### src/rtl/hazard_stall_unit.sv
// D-stage stall generator for the 5-stage MIPS pipeline: E/M producer shadows, Tuse/Tnew compare, mult/div busy timer.
// Optional stall_cnt performance counter is built when HAZARD_STALL_PERF_EN is defined.

module hazard_operand_cmp #(
    parameter logic [1:0] TUSE_NONE = 2'd3
) (
    input  logic [4:0] addr_i,
    input  logic [1:0] tuse_i,
    input  logic [4:0] a3_e_i,
    input  logic       rw_e_i,
    input  logic [1:0] tnew_e_i,
    input  logic [4:0] a3_m_i,
    input  logic       rw_m_i,
    input  logic [1:0] tnew_m_i,
    output logic       hit_o
);

    logic used;
    logic hit_e;
    logic hit_m;

    assign used  = (tuse_i != TUSE_NONE);
    assign hit_e = rw_e_i && (a3_e_i != 5'd0) && (a3_e_i == addr_i) && (tuse_i < tnew_e_i);
    assign hit_m = rw_m_i && (a3_m_i != 5'd0) && (a3_m_i == addr_i) && (tuse_i < tnew_m_i);
    assign hit_o = used && (hit_e || hit_m);

endmodule

module hazard_stall_unit #(
    parameter int         MULT_CYCLES = 5,
    parameter int         DIV_CYCLES  = 10,
    parameter logic [1:0] TUSE_NONE   = 2'd3
) (
    input  logic        clk,
    input  logic        reset_n,
    input  logic [4:0]  a1_d,
    input  logic [4:0]  a2_d,
    input  logic [4:0]  a3_d,
    input  logic        regwrite_d,
    input  logic [1:0]  tuse_rs_d,
    input  logic [1:0]  tuse_rt_d,
    input  logic [1:0]  tnew_d,
    input  logic        mdu_use_d,
    input  logic [1:0]  mdu_op_d,
    output logic        stall,
    output logic        flush_e,
    output logic        mdu_busy,
    output logic        mdu_start_e
`ifdef HAZARD_STALL_PERF_EN
    ,
    output logic [31:0] stall_cnt
`endif
);

    localparam int         NUM_OPS  = 2;
    localparam logic [1:0] OP_NONE  = 2'b00;
    localparam logic [1:0] OP_MULT  = 2'b01;
    localparam logic [1:0] OP_DIV   = 2'b10;

    typedef struct packed {
        logic [4:0] a3;
        logic       rw;
        logic [1:0] tnew;
    } prod_t;

    prod_t      e_q, e_d;
    prod_t      m_q, m_d;
    logic [1:0] e_op_q, e_op_d;
    logic [3:0] cnt_q, cnt_d;

    logic [NUM_OPS-1:0][4:0] op_addr;
    logic [NUM_OPS-1:0][1:0] op_tuse;
    logic [NUM_OPS-1:0]      op_hit;
    logic                    mdu_hazard;

    assign op_addr = {a2_d, a1_d};
    assign op_tuse = {tuse_rt_d, tuse_rs_d};

    for (genvar g = 0; g < NUM_OPS; g++) begin : g_op
        hazard_operand_cmp #(
            .TUSE_NONE (TUSE_NONE)
        ) u_cmp (
            .addr_i   (op_addr[g]),
            .tuse_i   (op_tuse[g]),
            .a3_e_i   (e_q.a3),
            .rw_e_i   (e_q.rw),
            .tnew_e_i (e_q.tnew),
            .a3_m_i   (m_q.a3),
            .rw_m_i   (m_q.rw),
            .tnew_m_i (m_q.tnew),
            .hit_o    (op_hit[g])
        );
    end

    assign mdu_start_e = (e_op_q != OP_NONE);
    assign mdu_busy    = (cnt_q != 4'd0) || mdu_start_e;
    assign mdu_hazard  = mdu_use_d && mdu_busy;
    assign stall       = (|op_hit) || mdu_hazard;
    assign flush_e     = stall;

    // A stalled D instruction must not advance, so E takes a bubble instead.
    always_comb begin
        e_d    = '0;
        e_op_d = OP_NONE;
        if (!stall) begin
            e_d.a3   = a3_d;
            e_d.rw   = regwrite_d;
            e_d.tnew = tnew_d;
            e_op_d   = (mdu_op_d == 2'b11) ? OP_NONE : mdu_op_d;
        end
    end

    always_comb begin
        m_d      = e_q;
        m_d.tnew = (e_q.tnew == 2'd0) ? 2'd0 : e_q.tnew - 2'd1;
    end

    // The most recent start always wins, even over a countdown in progress.
    always_comb begin
        cnt_d = cnt_q;
        if (e_op_q == OP_MULT) begin
            cnt_d = 4'(MULT_CYCLES);
        end else if (e_op_q == OP_DIV) begin
            cnt_d = 4'(DIV_CYCLES);
        end else if (cnt_q != 4'd0) begin
            cnt_d = cnt_q - 4'd1;
        end
    end

    always_ff @(posedge clk or negedge reset_n) begin
        if (!reset_n) begin
            e_q    <= '0;
            m_q    <= '0;
            e_op_q <= OP_NONE;
            cnt_q  <= 4'd0;
        end else begin
            e_q    <= e_d;
            m_q    <= m_d;
            e_op_q <= e_op_d;
            cnt_q  <= cnt_d;
        end
    end

`ifdef HAZARD_STALL_PERF_EN
    logic [31:0] stall_cnt_q;

    always_ff @(posedge clk or negedge reset_n) begin
        if (!reset_n) begin
            stall_cnt_q <= 32'd0;
        end else if (stall) begin
            stall_cnt_q <= stall_cnt_q + 32'd1;
        end
    end

    assign stall_cnt = stall_cnt_q;
`endif

endmodule

### config.mk
export PLATFORM = sky130hd
export DESIGN_NAME = hazard_stall_unit
export DESIGN_NICKNAME = d
export VERILOG_FILES = /design/src/rtl/hazard_stall_unit.sv
export SDC_FILE = /design/constraint.sdc
export NUM_CORES = 1
export LEC_CHECK = 0
export BUFFER_PORTS_ARGS = -buffer_cell sky130_fd_sc_hd__buf_2
export CAP_MARGIN = 20
export CORE_AREA = 5 5 49 68
export DETAILED_ROUTE_END_ITERATION = 10
export DIE_AREA = 0 0 54 73
export MAX_ROUTING_LAYER = met4
export PLACE_DENSITY_LB_ADDON = 0.3
export SLEW_MARGIN = 5
export SYNTH_ARGS = -nofsm -noshare
export SYNTH_HDL_FRONTEND = slang
export SYNTH_SLANG_ARGS = --single-unit
### constraint.sdc
create_clock -name clk -period 2.4 [get_ports clk]
set_input_delay 0.24 -clock clk [delete_from_list [all_inputs] [get_ports clk]]
set_output_delay 0.24 -clock clk [all_outputs]
set_load 0.01 [all_outputs]
**After elaboration in Yosys (flattened, before gate mapping)**

Index checks and enable logic that the tools add are counted.

- Bits in registers: 22
- Latch bits: 0
- Memory bits (writable): 0
- ROM bits: 0
- Bits of input ports: 27
- Output and inout bits: 4
- Word-level logic and storage cells: 54
- Memories: 0

- $add $sub $neg: 2
- Multiply operators: 0
- Divide/modulo/power cells: 0
- Order comparisons: 4
- Eq/ne operators: 9
- Shifts and indexed selects: 0
- Muxes and demuxes: 7
- Bitwise gates (word level): 0
- Reductions and logical operators: 24

Operators by type and width:

| cell | count |
|---|---|
| 5-bit equality test | 4 |
| 1-bit logical AND | 13 |
| 4-bit 2-to-1 mux | 3 |
| 5-bit nonzero test | 2 |
| 2-bit less-than comparator | 4 |
| 8-bit 2-to-1 mux | 1 |
| 2-bit 2-to-1 mux | 3 |
| 2-bit equality test (second input constant) | 2 |
| 1-bit logical OR | 4 |
| 2-bit != test (second input constant) | 2 |
| 4-bit nonzero test | 1 |
| 4-bit by 1-bit subtractor with 4-bit output (second input constant) | 1 |
| 3-bit nonzero test | 1 |
| 2-bit by 1-bit equality test with 1-bit output (second input constant) | 1 |
| 2-bit zero test | 1 |
| 2-bit nonzero test | 1 |
| 2-bit OR reduction | 1 |
| 2-bit by 1-bit subtractor with 2-bit output (second input constant) | 1 |

**Longest topological paths before layout**

Gate-level depths: netlist of run 1.

- Depth after elaboration: 9
- Depth in mapped cells: 8
- Gate-level depth less buffers: 7

**Cells and area by module**

A second synthesis of run 1 with hierarchy kept.

- Cells, all modules: 117
- Area total of the unflattened synthesis: 1278.7 µm²

By module, submodules not included:

| module | instances | cells each | area an instance (µm²) | seq. area each (µm²) |
|---|---|---|---|---|
| hazard_stall_unit | 1 | 61 | 865.8 | 550.5 |
| hazard_operand_cmp | 2 | 28 | 206.4 | 0.0 |

**Worst setup path after synthesis of run 1**

OpenSTA, ideal clock, no wires.

- Kind: reg2out
- From: register m_q[3] in the netlist's numbering
- To: output stall
- Arrival: 1.791 ns
- Data required time: 2.160 ns
- Path slack: 0.369 ns
- Cell stages (with the launch flop): 7
- Path through: dfrtp_1 or4_1 o21a_1 a32oi_2 buf_6 nand3b_1 buf_4

- Longest elaborated chain between the ends: 8

Ends and longest elaborated chain:

| item | line | RTL |
|---|---|---|
| from (decl) | 67 | `prod_t m_q, m_d;` |
| from (signal assigned) | 138 | `m_q <= m_d;` |
| 5-bit nonzero test | 24 | `assign hit_m = rw_m_i && (a3_m_i != 5'd0) && (a3_m_i == addr_i) && (tuse_i < tnew_m_i);` |
| 1-bit logical AND (3 in series) | 24 |  |
| 1-bit logical OR | 25 | `assign hit_o = used && (hit_e \|\| hit_m);` |
| 1-bit logical AND | 25 |  |
| 2-bit OR reduction * | 98 | `assign stall = (\|op_hit) \|\| mdu_hazard;` |
| 1-bit logical OR * | 98 |  |
| to (decl) | 45 | `output logic stall,` |

Every way passes the cells marked *; elsewhere a longest branch is shown, timed or not.

**Worst setup path after layout of run 1**

- From: register m_q[1] in the netlist's numbering
- To: output flush_e

- Longest elaborated chain between the ends: 6

Ends and longest elaborated chain:

| item | line | RTL |
|---|---|---|
| 2-bit less-than comparator | 24 |  |
| 1-bit logical AND | 24 |  |
| 1-bit logical OR | 25 |  |
| 1-bit logical AND | 25 |  |
| 2-bit OR reduction * | 98 |  |
| 1-bit logical OR * | 98 |  |
| to (decl) | 46 | `output logic flush_e,` |

Marked as above.

==> run metrics, run 1 <==
Clk pwr share 20.2%; die area 3940 um^2; router iterations before antenna repair 4; VDD IR max 428 uV; IO buf count 30; CTS Buffer Depth 2; dominant cells by area after synthesis dfrtp_1 (41%), xor2_1 (13%), ha_1 (8.4%); Slew @ Worst Pin 570 ps; Yosys cell types 29; Top FF cell, synth dfrtp_1; Critical Path Sink Type output pin; leak pwr 0.000787 uW; wire per inst 13.8 um; crit share post-route 94.0%; Synth area leader dfrtp_1; RSZ-0062 raised after global routing false; core area 2730 um^2; CP Capture Point flush_e; total setup buffers inserted after CTS 0; reg2reg setup slack 430 ps; final number of hold-violating endpoints 0; IO Pins 31; most frequent cells in the layout buf_2 (30), dfrtp_1 (22), xor2_1 (20); Final Util 57.8%; relative slew slack 61.0%; GR Overflow Total 0; Vias/cell 5.29; FP Rows 23; Async SR Flop Fraction 100%; reg2reg end e_op_q[0]; die width 54 um; Comb pwr share 33.2%; largest net degree at the start of global routing 23; Die H 73 um; Clock Latency Late Sink 260 ps; worst hold path class input pin to flip-flop; final setup fails 0; fin crit period 2260 ps; sequential fraction of the synthesis area 41.2%; Mean Syn Cell Area 10.7 um^2; f_max 443 MHz; syn_nets 161; vias in the first global route 1038; crit-path max FO 2; global-route wire length before repair 4510 um; H-tree levels 1; clock slew at reported path FFs 70 ps; Syn Inst Count 125; DR iter-0 viols 21; CTS Buf Count 3; outcome complete, no violations; antenna violations before repair 0; Max-Cap Viols 0; pwr dens 684 nW/um^2; pre-CTS setup slack 378 ps; Critical Path Source m_q[1]; Placer Congestion 1.00; antenna cells 0; Reg2Reg Depth 8; Reg power frac 46.6%; CP Data Arrival Time 2020 ps; Via Count 1036; layout cells sized above 1 35.2%; top cell type's share of synthesized area 41.2%; hpwl dp 2280 um; final WL 2710 um; Clock Sinks 22; Final ANT Viol Nets 0; TNS Setup 0 ps; most common cell after layout, fill and taps aside buf_2; CTS root buf clkbuf_8; DRC 0; Final Max Slew Viols 0; synth warn 0; number of synthesized flops with an enable pin 0; post-synthesis cell area 1340 um^2; Pint 717 uW; RR Startpoint m_q[1]; nets 197; Worst Path Required 2160 ps; CTS tree yes; worst setup path category flip-flop to output pin; Startpoint Class flip-flop; post-route clock skew 1.87 ps; post-route setup slack 145 ps; starting density of the core 48.8%; post-synthesis register bit count 22; gr usage total 16.1%; area grow syn2layout 18.5%; Psw 364 uW; Sw Share 33.7%
## through the flow
step | hold slack, ps | instance area [um^2] | instances | power, uW
floorplan | -55.6 | 1340 | 125 | 751
CTS | 190 | 1580 | 196 | 1090
global route | 191 | 1580 | 196 | 1160
finish | 194 | 1580 | 196 | 1080
detailed placement | 225 | 1530 | 192 | 870
global placement | 215 | 1530 | 192 | 841
## per-layer routing
metal | GRT usage [%] | routed length [um] | share of wire (%)
met1 | 19.8 | 1120 | 41
met2 | 26.1 | 1350 | 50
met3 | 2.45 | 194 | 7.2
met4 | 5.82 | 42 | 1.6
met5 | - | 0 | 0
## registers in the layout, summed over array words and instances (netlist names)
register	flops
e_q	8
e_op_q	2
cnt_q	4
m_q	8
## worst min-delay path by stage
stage	from	end	slack, ps	cells past startpoint
after global routing	a3_d[2]	e_q[5]	190	3
final	a3_d[4]	e_q[7]	190	3
after global placement	reset_n	cnt_q[1]	220	1
after detailed placement	reset_n	cnt_q[1]	230	1
after CTS	a3_d[4]	e_q[7]	190	3
after floorplan	reset_n	cnt_q[0]	-60	0
## synthesized netlist by cell type, drive strengths merged (3+ instances only)
master / n
xor2: 20
inv: 8
nor3: 4
nor2: 17
nand3: 9
a21oi: 6
nand4: 3
buf: 4
dfrtp: 22
nand2b: 4
ha: 9
## final cells by class
type                    count  area [um^2]
clock buffers               3         41.3
multi-input cells          91          723
inverters                   8         30.0
flip-flops and latches     22          551
repair buffers             35          190
well taps                  37         46.3
fillers                   235         1150
## critical path: stages, from the launching register on
cell and delay (ps):
dfrtp_1 320, inv_1 60, ha_1 180, a21o_1 150, a2111oi_0 520, a32oi_2 240
nand3b_1 150, buf_2 140
## what timing repair did
item,4_1_cts,5_1_grt
hold buffers,1,0
endpoints found under the hold margin,22,0
resized for setup,0,0
setup endpoints to repair,0,0
## kinds of logic (layout without fill, tap and decap cells)
| kind of cell | after synthesis | after routing | share of synthesized area [%] |
|---|---|---|---|
| and+or+nand+nor | 46 | 46 | 23.8 |
| buffers and inverters | 12 | 46 | 4.59 |
| AOI/OAI and AO/OA | 14 | 14 | 7.50 |
| adders and majority gates | 9 | 9 | 8.44 |
| xor gates and xnor gates | 22 | 22 | 14.4 |
| DFF | 22 | 22 | 41.2 |
## power by group through the flow
stage               logic [uW]  registers, uW  clock network [uW]
floorplan                  259            492                   0
detailed placement         360            510                   0
global placement           337            504                   0
finish                     359            504                 218
CTS                        364            502                 227
global route               408            513                 241
Note: power is estimated with default switching activity, not from simulation.
==> inputs of run 2 (changes only) <==
Settings changed: ABC_AREA set to 1, CORE_AREA 5 5 49 68 to 5 5 50 70, DIE_AREA 0 0 54 73 to 0 0 55 75.
==> run 2 against run 1 <==
Worst hold slack better by 4.3 ps. Setup slack gained 160 ps. Combinational power fell by 4%. Sequential cell count unchanged. Largest cell class unchanged. Largest power group unchanged.
==> run metrics, run 2 <==
outcome complete, no violations (unchanged); met2 Use GR 28.6% (was 26.1%); Final Cell Area 1640 um^2 (was 1580 um^2); GRT busiest layer met2 (unchanged); post-route setup slack 309 ps (was 145 ps); main combinational cell family by area after synthesis simple AND/OR/NAND/NOR gates (unchanged); worst setup path category flip-flop to output pin (unchanged); f_max 478 MHz (was 443 MHz); post-route clock skew 6.06 ps (was 1.87 ps); Die H 75 um (was 73 um); final number of hold-violating endpoints 0 (unchanged); most common cell after layout, fill and taps aside nand2_1 (was buf_2); core area 2790 um^2 (was 2730 um^2); number of synthesized flops with an enable pin 0 (unchanged); die area 4130 um^2 (was 3940 um^2); Startpoint Class flip-flop (unchanged); most frequent cells after synthesis nand2_1 (59), inv_1 (45), dfrtp_1 (22), nor2_1 (15), nand3_1 (10) (was dfrtp_1 (22), xor2_1 (20), ha_1 (9), nor2_2 (9)); Clock Sinks 22 (unchanged); largest net degree at the start of global routing 23 (unchanged); Critical Path Sink Type output pin (unchanged); CTS tree yes (unchanged); RSZ-0062 raised after global routing false (unchanged); H-tree levels 1 (unchanged); dpl cell area 1590 um^2 (was 1530 um^2); CTS Buffer Depth 2 (unchanged); crit share post-route 87.1% (was 94.0%); post-synthesis cell area 1420 um^2 (was 1340 um^2); hpwl dp 2290 um (was 2280 um); footprint of the multi-input gates 651 um^2 (was 723 um^2); synth warn 0 (unchanged); nets 272 (was 197); IO buf count 30 (unchanged); most common cell in the netlist nand2_1 (was dfrtp_1); Clock Latency Late Sink 250 ps (was 260 ps); PostCTS Resize Cnt 0 (unchanged); IO Pins 31 (unchanged); Final Max Slew Viols 0 (unchanged); CP Data Arrival Time 1850 ps (was 2020 ps); top cell type's share of synthesized area 38.9% (was 41.2%); final setup fails 0 (unchanged); Synth area leader dfrtp_1 (unchanged); leak pwr 0.000985 uW (was 0.000787 uW); GR Overflow Total 0 (unchanged); clock slew at reported path FFs 70 ps (about the same); fill count 294 (was 235); most frequent cells in the layout nand2_1 (59), inv_1 (45), buf_2 (30) (was buf_2 (30), dfrtp_1 (22), xor2_1 (20)); pwr dens 643 nW/um^2 (was 684 nW/um^2); Async SR Flop Fraction 100% (unchanged); Mean Syn Cell Area 7.01 um^2 (was 10.7 um^2); Syn Inst Count 202 (was 125); layout cells sized above 1 22.2% (was 35.2%); total setup buffers inserted after CTS 0 (unchanged); final WL 2710 um (about the same); post-synthesis xor/xnor area fraction 3.09% (was 14.4%); vias in the first global route 1196 (was 1038); area grow syn2layout 16.2% (was 18.5%); Final Hold Slack 198 ps (was 194 ps); gr usage total 16.5% (was 16.1%); Reg area 551 um^2 (unchanged); Via Count 1214 (was 1036); Post-Synth Simple-Gate Area 30.0% (was 23.8%); dominant cells by area after synthesis dfrtp_1 (39%), nand2_1 (16%), inv_1 (12%) (was dfrtp_1 (41%), xor2_1 (13%), ha_1 (8.4%)); FP Rows 23 (unchanged); GR Util met3 1.78% (was 2.45%); Slew @ Worst Pin 477 ps (was 570 ps); DR iter-0 viols 14 (was 21); router iterations before antenna repair 4 (unchanged); TNS Setup 0 ps (unchanged); pre-CTS setup slack 559 ps (was 378 ps); VDD IR max 550 uV (was 428 uV); antenna violations before repair 0 (unchanged); post-synthesis register bit count 22 (unchanged); global-route wire length before repair 4830 um (was 4510 um); Worst Path Required 2160 ps (about the same); GRT met1 Usage 19.3% (was 19.8%); mux share of post-synthesis cell area 0% (unchanged); die width 55 um (was 54 um); Compound-Gate Fraction of Synth Area 4.95% (was 7.50%); DRC 0 (unchanged); Final ANT Viol Nets 0 (unchanged); Top FF cell, synth dfrtp_1 (unchanged); CTS Buf Count 3 (unchanged); CTS root buf clkbuf_8 (unchanged); worst hold path class input pin to flip-flop (unchanged); relative slew slack 68.2% (was 61.0%); wire per inst 10.0 um (was 13.8 um); syn_nets 238 (was 161); antenna cells 0 (unchanged); Max-Cap Viols 0 (unchanged); Vias/cell 4.48 (was 5.29); crit-path max FO 12 (was 2); Synth Area in Adders 7.96% (was 8.43%); starting density of the core 50.7% (was 48.8%); Placer Congestion 0.874 (was 1.00); reg2reg setup slack 810 ps (was 430 ps); Yosys cell types 20 (was 29); fin crit period 2090 ps (was 2260 ps); sequential fraction of the synthesis area 38.9% (was 41.2%); largest registers e_q (8), m_q (8), cnt_q (4) (unchanged)
[run 2: repair_timing]
item                                    in CTS  in global routing
endpoints found under the hold margin       22                  0
hold buffers                                 1                  0
endpoints found under the setup margin       0                  0
[run 2: metrics by stage]
stage | utilization, % | std cells | power (uW)
3_3_place_gp | 57.1 | 267 | 841
6_report | 58.9 | 271 | 1060
2_1_floorplan | - | 202 | 752
5_1_grt | 58.9 | 271 | 1170
4_1_cts | 58.9 | 271 | 1070
3_5_place_dp | 57.1 | 267 | 850
[run 2: report_power, final]
group	internal (uW)	switching [uW]	total, uW
Combinational	142	204	346
Clock	112	105	217
Sequential	438	56.1	494
Total	692	365	1060
[run 2: per-layer routing]
| layer | routed length (um) | up-vias |
|---|---|---|
| met5 | 0 | - |
| met4 | 23 | 0 |
| met3 | 126 | 2 |
| met2 | 1430 | 21 |
| met1 | 1130 | 535 |
| li1 | - | 656 |
[run 2: cell type report]
type	instances	area share, %
Multi-Input combinational cell	126	39.6
Sequential cell	22	33.5
Inverter	52	11.9
Timing Repair Buffer	31	9.74
Tap cell	37	2.82
Clock buffer	3	2.51
[run 2: worst max-delay path, stage by stage (launching register included)]
cell and delay, ps:
dfrtp_1 380, inv_1 110, ha_1 240, o21ai_1 70, nand2_1 60, nor2_1 110
nand3_1 70, nand2_1 60, nand2_1 60, nand3_2 250, buf_2 200
[run 2: final timing paths]
check	from	end	depth (start not counted)
hold / removal	a3_d[4]	e_q[7]	3
max in group asynchronous	reset_n	m_q[0]	2
hold reg to reg	e_q[2]	m_q[2]	0
setup reg to reg	e_q[1]	e_q[7]	10
min in group asynchronous	reset_n	cnt_q[2]	2
setup / recovery	e_q[1]	flush_e	10
[run 2: cells by family after synthesis]
group                    after synthesis
AO/OA/AOI/OAI                         14
flip-flops                            22
XOR/XNOR                               5
AND/OR/NAND/NOR                       98
buffers and inverters                 54
adder cells (fa/ha/maj)                9
==> inputs of run 3 (changes only) <==
Settings changed: CORE_AREA 5 5 50 70 to 5 5 49 69, DIE_AREA 0 0 55 75 to 0 0 54 74, PLACE_DENSITY set to 0.88, PLACE_DENSITY_LB_ADDON 0.3 to unset.
Clock period 2.4 ns to 2.6 ns, I/O delays scaled along.
==> run 3 against run 2 <==
Clock power rose by 45%. Largest power group unchanged. Worst hold slack improved by 3.8 ps. Critical path type unchanged. Global-route usage fell by 0.060 points. Final cell count rose by 0.37%. Clock skew fell by 0.57 ps. Setup slack improved by 200 ps. Register-to-register slack improved by 240 ps. First-iteration DRC count rose to 4.3 times the previous value. Total power rose by 3.4%. Clock-buffer cell count did not move. Combinational power fell by 6.9%. Critical path depth did not move.
==> run metrics, run 3 (synthesized netlist as in run 2, its figures left out) <==
outcome complete, no violations (unchanged); worst hold path class input pin to flip-flop (unchanged); antenna cells 0 (unchanged); post-route clock skew 5.49 ps (was 6.06 ps); slowest stage delay, CP 380 ps (about the same); final number of hold-violating endpoints 0 (unchanged); Pint 742 uW (was 692 uW); Critical Path Sink Type output pin (unchanged); final WL 2700 um (was 2710 um); Via Count 1248 (was 1214); CTS Buf Count 3 (unchanged); Critical Path Source e_q[1] (unchanged); FP Rows 23 (unchanged); footprint of the multi-input gates 651 um^2 (unchanged); Max-Cap Viols 0 (unchanged); Clk pwr share 28.8% (was 20.5%); vias in the first global route 1196 (unchanged); gr usage total 16.4% (was 16.5%); layout cells sized above 1 22.6% (was 22.2%); TNS Setup 0 ps (unchanged); RSZ-0062 raised after global routing false (unchanged); GR Util met3 2.20% (was 1.78%); f_max 477 MHz; CTS root buf clkbuf_8 (unchanged); fill count 245 (was 294); met2 Use GR 29.1% (was 28.6%); fin crit period 2100 ps; H-tree levels 1 (unchanged); Most common cell on crit path nand2_1 (unchanged); hold path depth 3 (unchanged); clock slew at reported path FFs 80 ps (was 70 ps); RR Startpoint e_q[1] (unchanged); Psw 351 uW (was 365 uW); IO buf count 30 (unchanged); GRT met1 Usage 16.1% (was 19.3%); Vias/cell 4.59 (was 4.48); Clock Sinks 22 (unchanged); antenna violations before repair 0 (unchanged); PostCTS Resize Cnt 0 (unchanged); starting density of the core 51.8% (was 50.7%); GR Overflow Total 0 (unchanged); area grow syn2layout 18.3% (was 16.2%); final setup fails 0 (unchanged); CP Data Arrival Time 1840 ps (was 1850 ps); pwr dens 653 nW/um^2 (was 643 nW/um^2); reg2reg setup slack 1050 ps (was 810 ps); Final ANT Viol Nets 0 (unchanged); largest net degree at the start of global routing 23 (unchanged); crit path max-delay cell type dfrtp_1 (unchanged); IO Pins 31 (unchanged); Clock Latency Late Sink 270 ps (was 250 ps); Comb pwr share 29.4% (was 32.7%); crit share post-route 80.6%; VDD IR max 456 uV (was 550 uV); crit-path max FO 12 (unchanged); nets 272 (unchanged); die area 4000 um^2 (was 4130 um^2); Hold Startpoint regwrite_d (was a3_d[4]); Reg area 551 um^2 (unchanged); global-route wire length before repair 4570 um (was 4830 um); DR iter-0 viols 60 (was 14); wire per inst 9.91 um (was 10.0 um); Reg2Reg Depth 10 (unchanged); core area 2730 um^2 (was 2790 um^2); Worst Path Required 2340 ps (was 2160 ps); CTS Buffer Depth 2 (unchanged); worst setup path category flip-flop to output pin (unchanged); Slew @ Worst Pin 471 ps (was 477 ps); pre-CTS setup slack 749 ps (was 559 ps); Startpoint Class flip-flop (unchanged); most common cell after layout, fill and taps aside nand2_1 (unchanged); total setup buffers inserted after CTS 0 (unchanged); relative slew slack 68.6% (was 68.2%); Reg power frac 41.7% (was 46.8%); DRC 0 (unchanged); router iterations before antenna repair 4 (unchanged); leak pwr 0.00100 uW (was 0.000985 uW); critical-path cell list inv_1 -> ha_1 -> nand2_1 -> nand2_1 -> nor2_1 -> nand3_1 -> nand2_1 -> nand2_1 -> nand3_2 -> buf_2 (was inv_1 -> ha_1 -> o21ai_1 -> nand2_1 -> nor2_1 -> nand3_1 -> nand2_1 -> nand2_1 -> nand3_2 -> buf_2); Design Power 1090 uW (was 1060 uW); hpwl dp 2280 um (was 2290 um); post-route setup slack 504 ps (was 309 ps); most frequent cells in the layout nand2_1 (59), inv_1 (45), buf_2 (30) (unchanged); Final Max Slew Viols 0 (unchanged); Sw Share 32.1% (was 34.5%); die width 54 um (was 55 um); CTS tree yes (unchanged); Placer Congestion 0.915 (was 0.874); Die H 74 um (was 75 um); largest registers e_q (8), m_q (8), cnt_q (4) (unchanged); GRT busiest layer met2 (unchanged)
run 3: critical path: cells and delay by family, from the launching register on:
kind	cells	cell delay, ps
adders and majority gates	1	230
buffers and inverters	2	290
DFF	1	380
and+or+nand+nor	7	680
run 3: per-layer routing:
metal	vias to the layer above	wire [um]	share of wire [%]
li1	660	-	-
met1	556	1080	40
met2	25	1440	53
met3	7	87	3.2
met4	0	83	3.1
met5	-	0	0
run 3: final timing paths:
path / endpoint
worst max-delay path: flush_e
worst min register to register: m_q[2]
max in group asynchronous: m_q[1]
worst max register to register: e_q[7]
min in group asynchronous: m_q[3]
worst min-delay path: e_q[2]
run 3: layout make-up:
class                      instances  share of cell area [%]
clock buffer                       3                    2.47
sequential                        22                    32.9
tap                               37                    2.77
clock inverter                     1                    1.79
inverter                          52                    11.7
timing repair buffer              31                    9.57
multi-input combinational        126                    38.9
run 3: power groups by stage:
stage / sequential (uW) / combinational [uW] / clock, uW
after CTS: 456 / 325 / 325
after global placement: 461 / 311 / 0
after floorplan: 448 / 245 / 0
after global routing: 464 / 374 / 334
after detailed placement: 463 / 322 / 0
final: 456 / 322 / 315
run 3: what timing repair did:
action / CTS / global route
endpoints found under the hold margin: 22 / 0
hold buffers: 1 / 0
setup endpoints to repair: 0 / 0
run 3: per-stage QoR:
stage	std cells	cell area, um^2	utilization (%)	hold WS (ps)
floorplan	202	1420	-	-35.6
detailed placement	267	1590	58.3	245
global route	272	1670	61.2	202
finish	272	1670	61.2	202
global placement	267	1590	58.3	245
CTS	272	1670	61.2	196
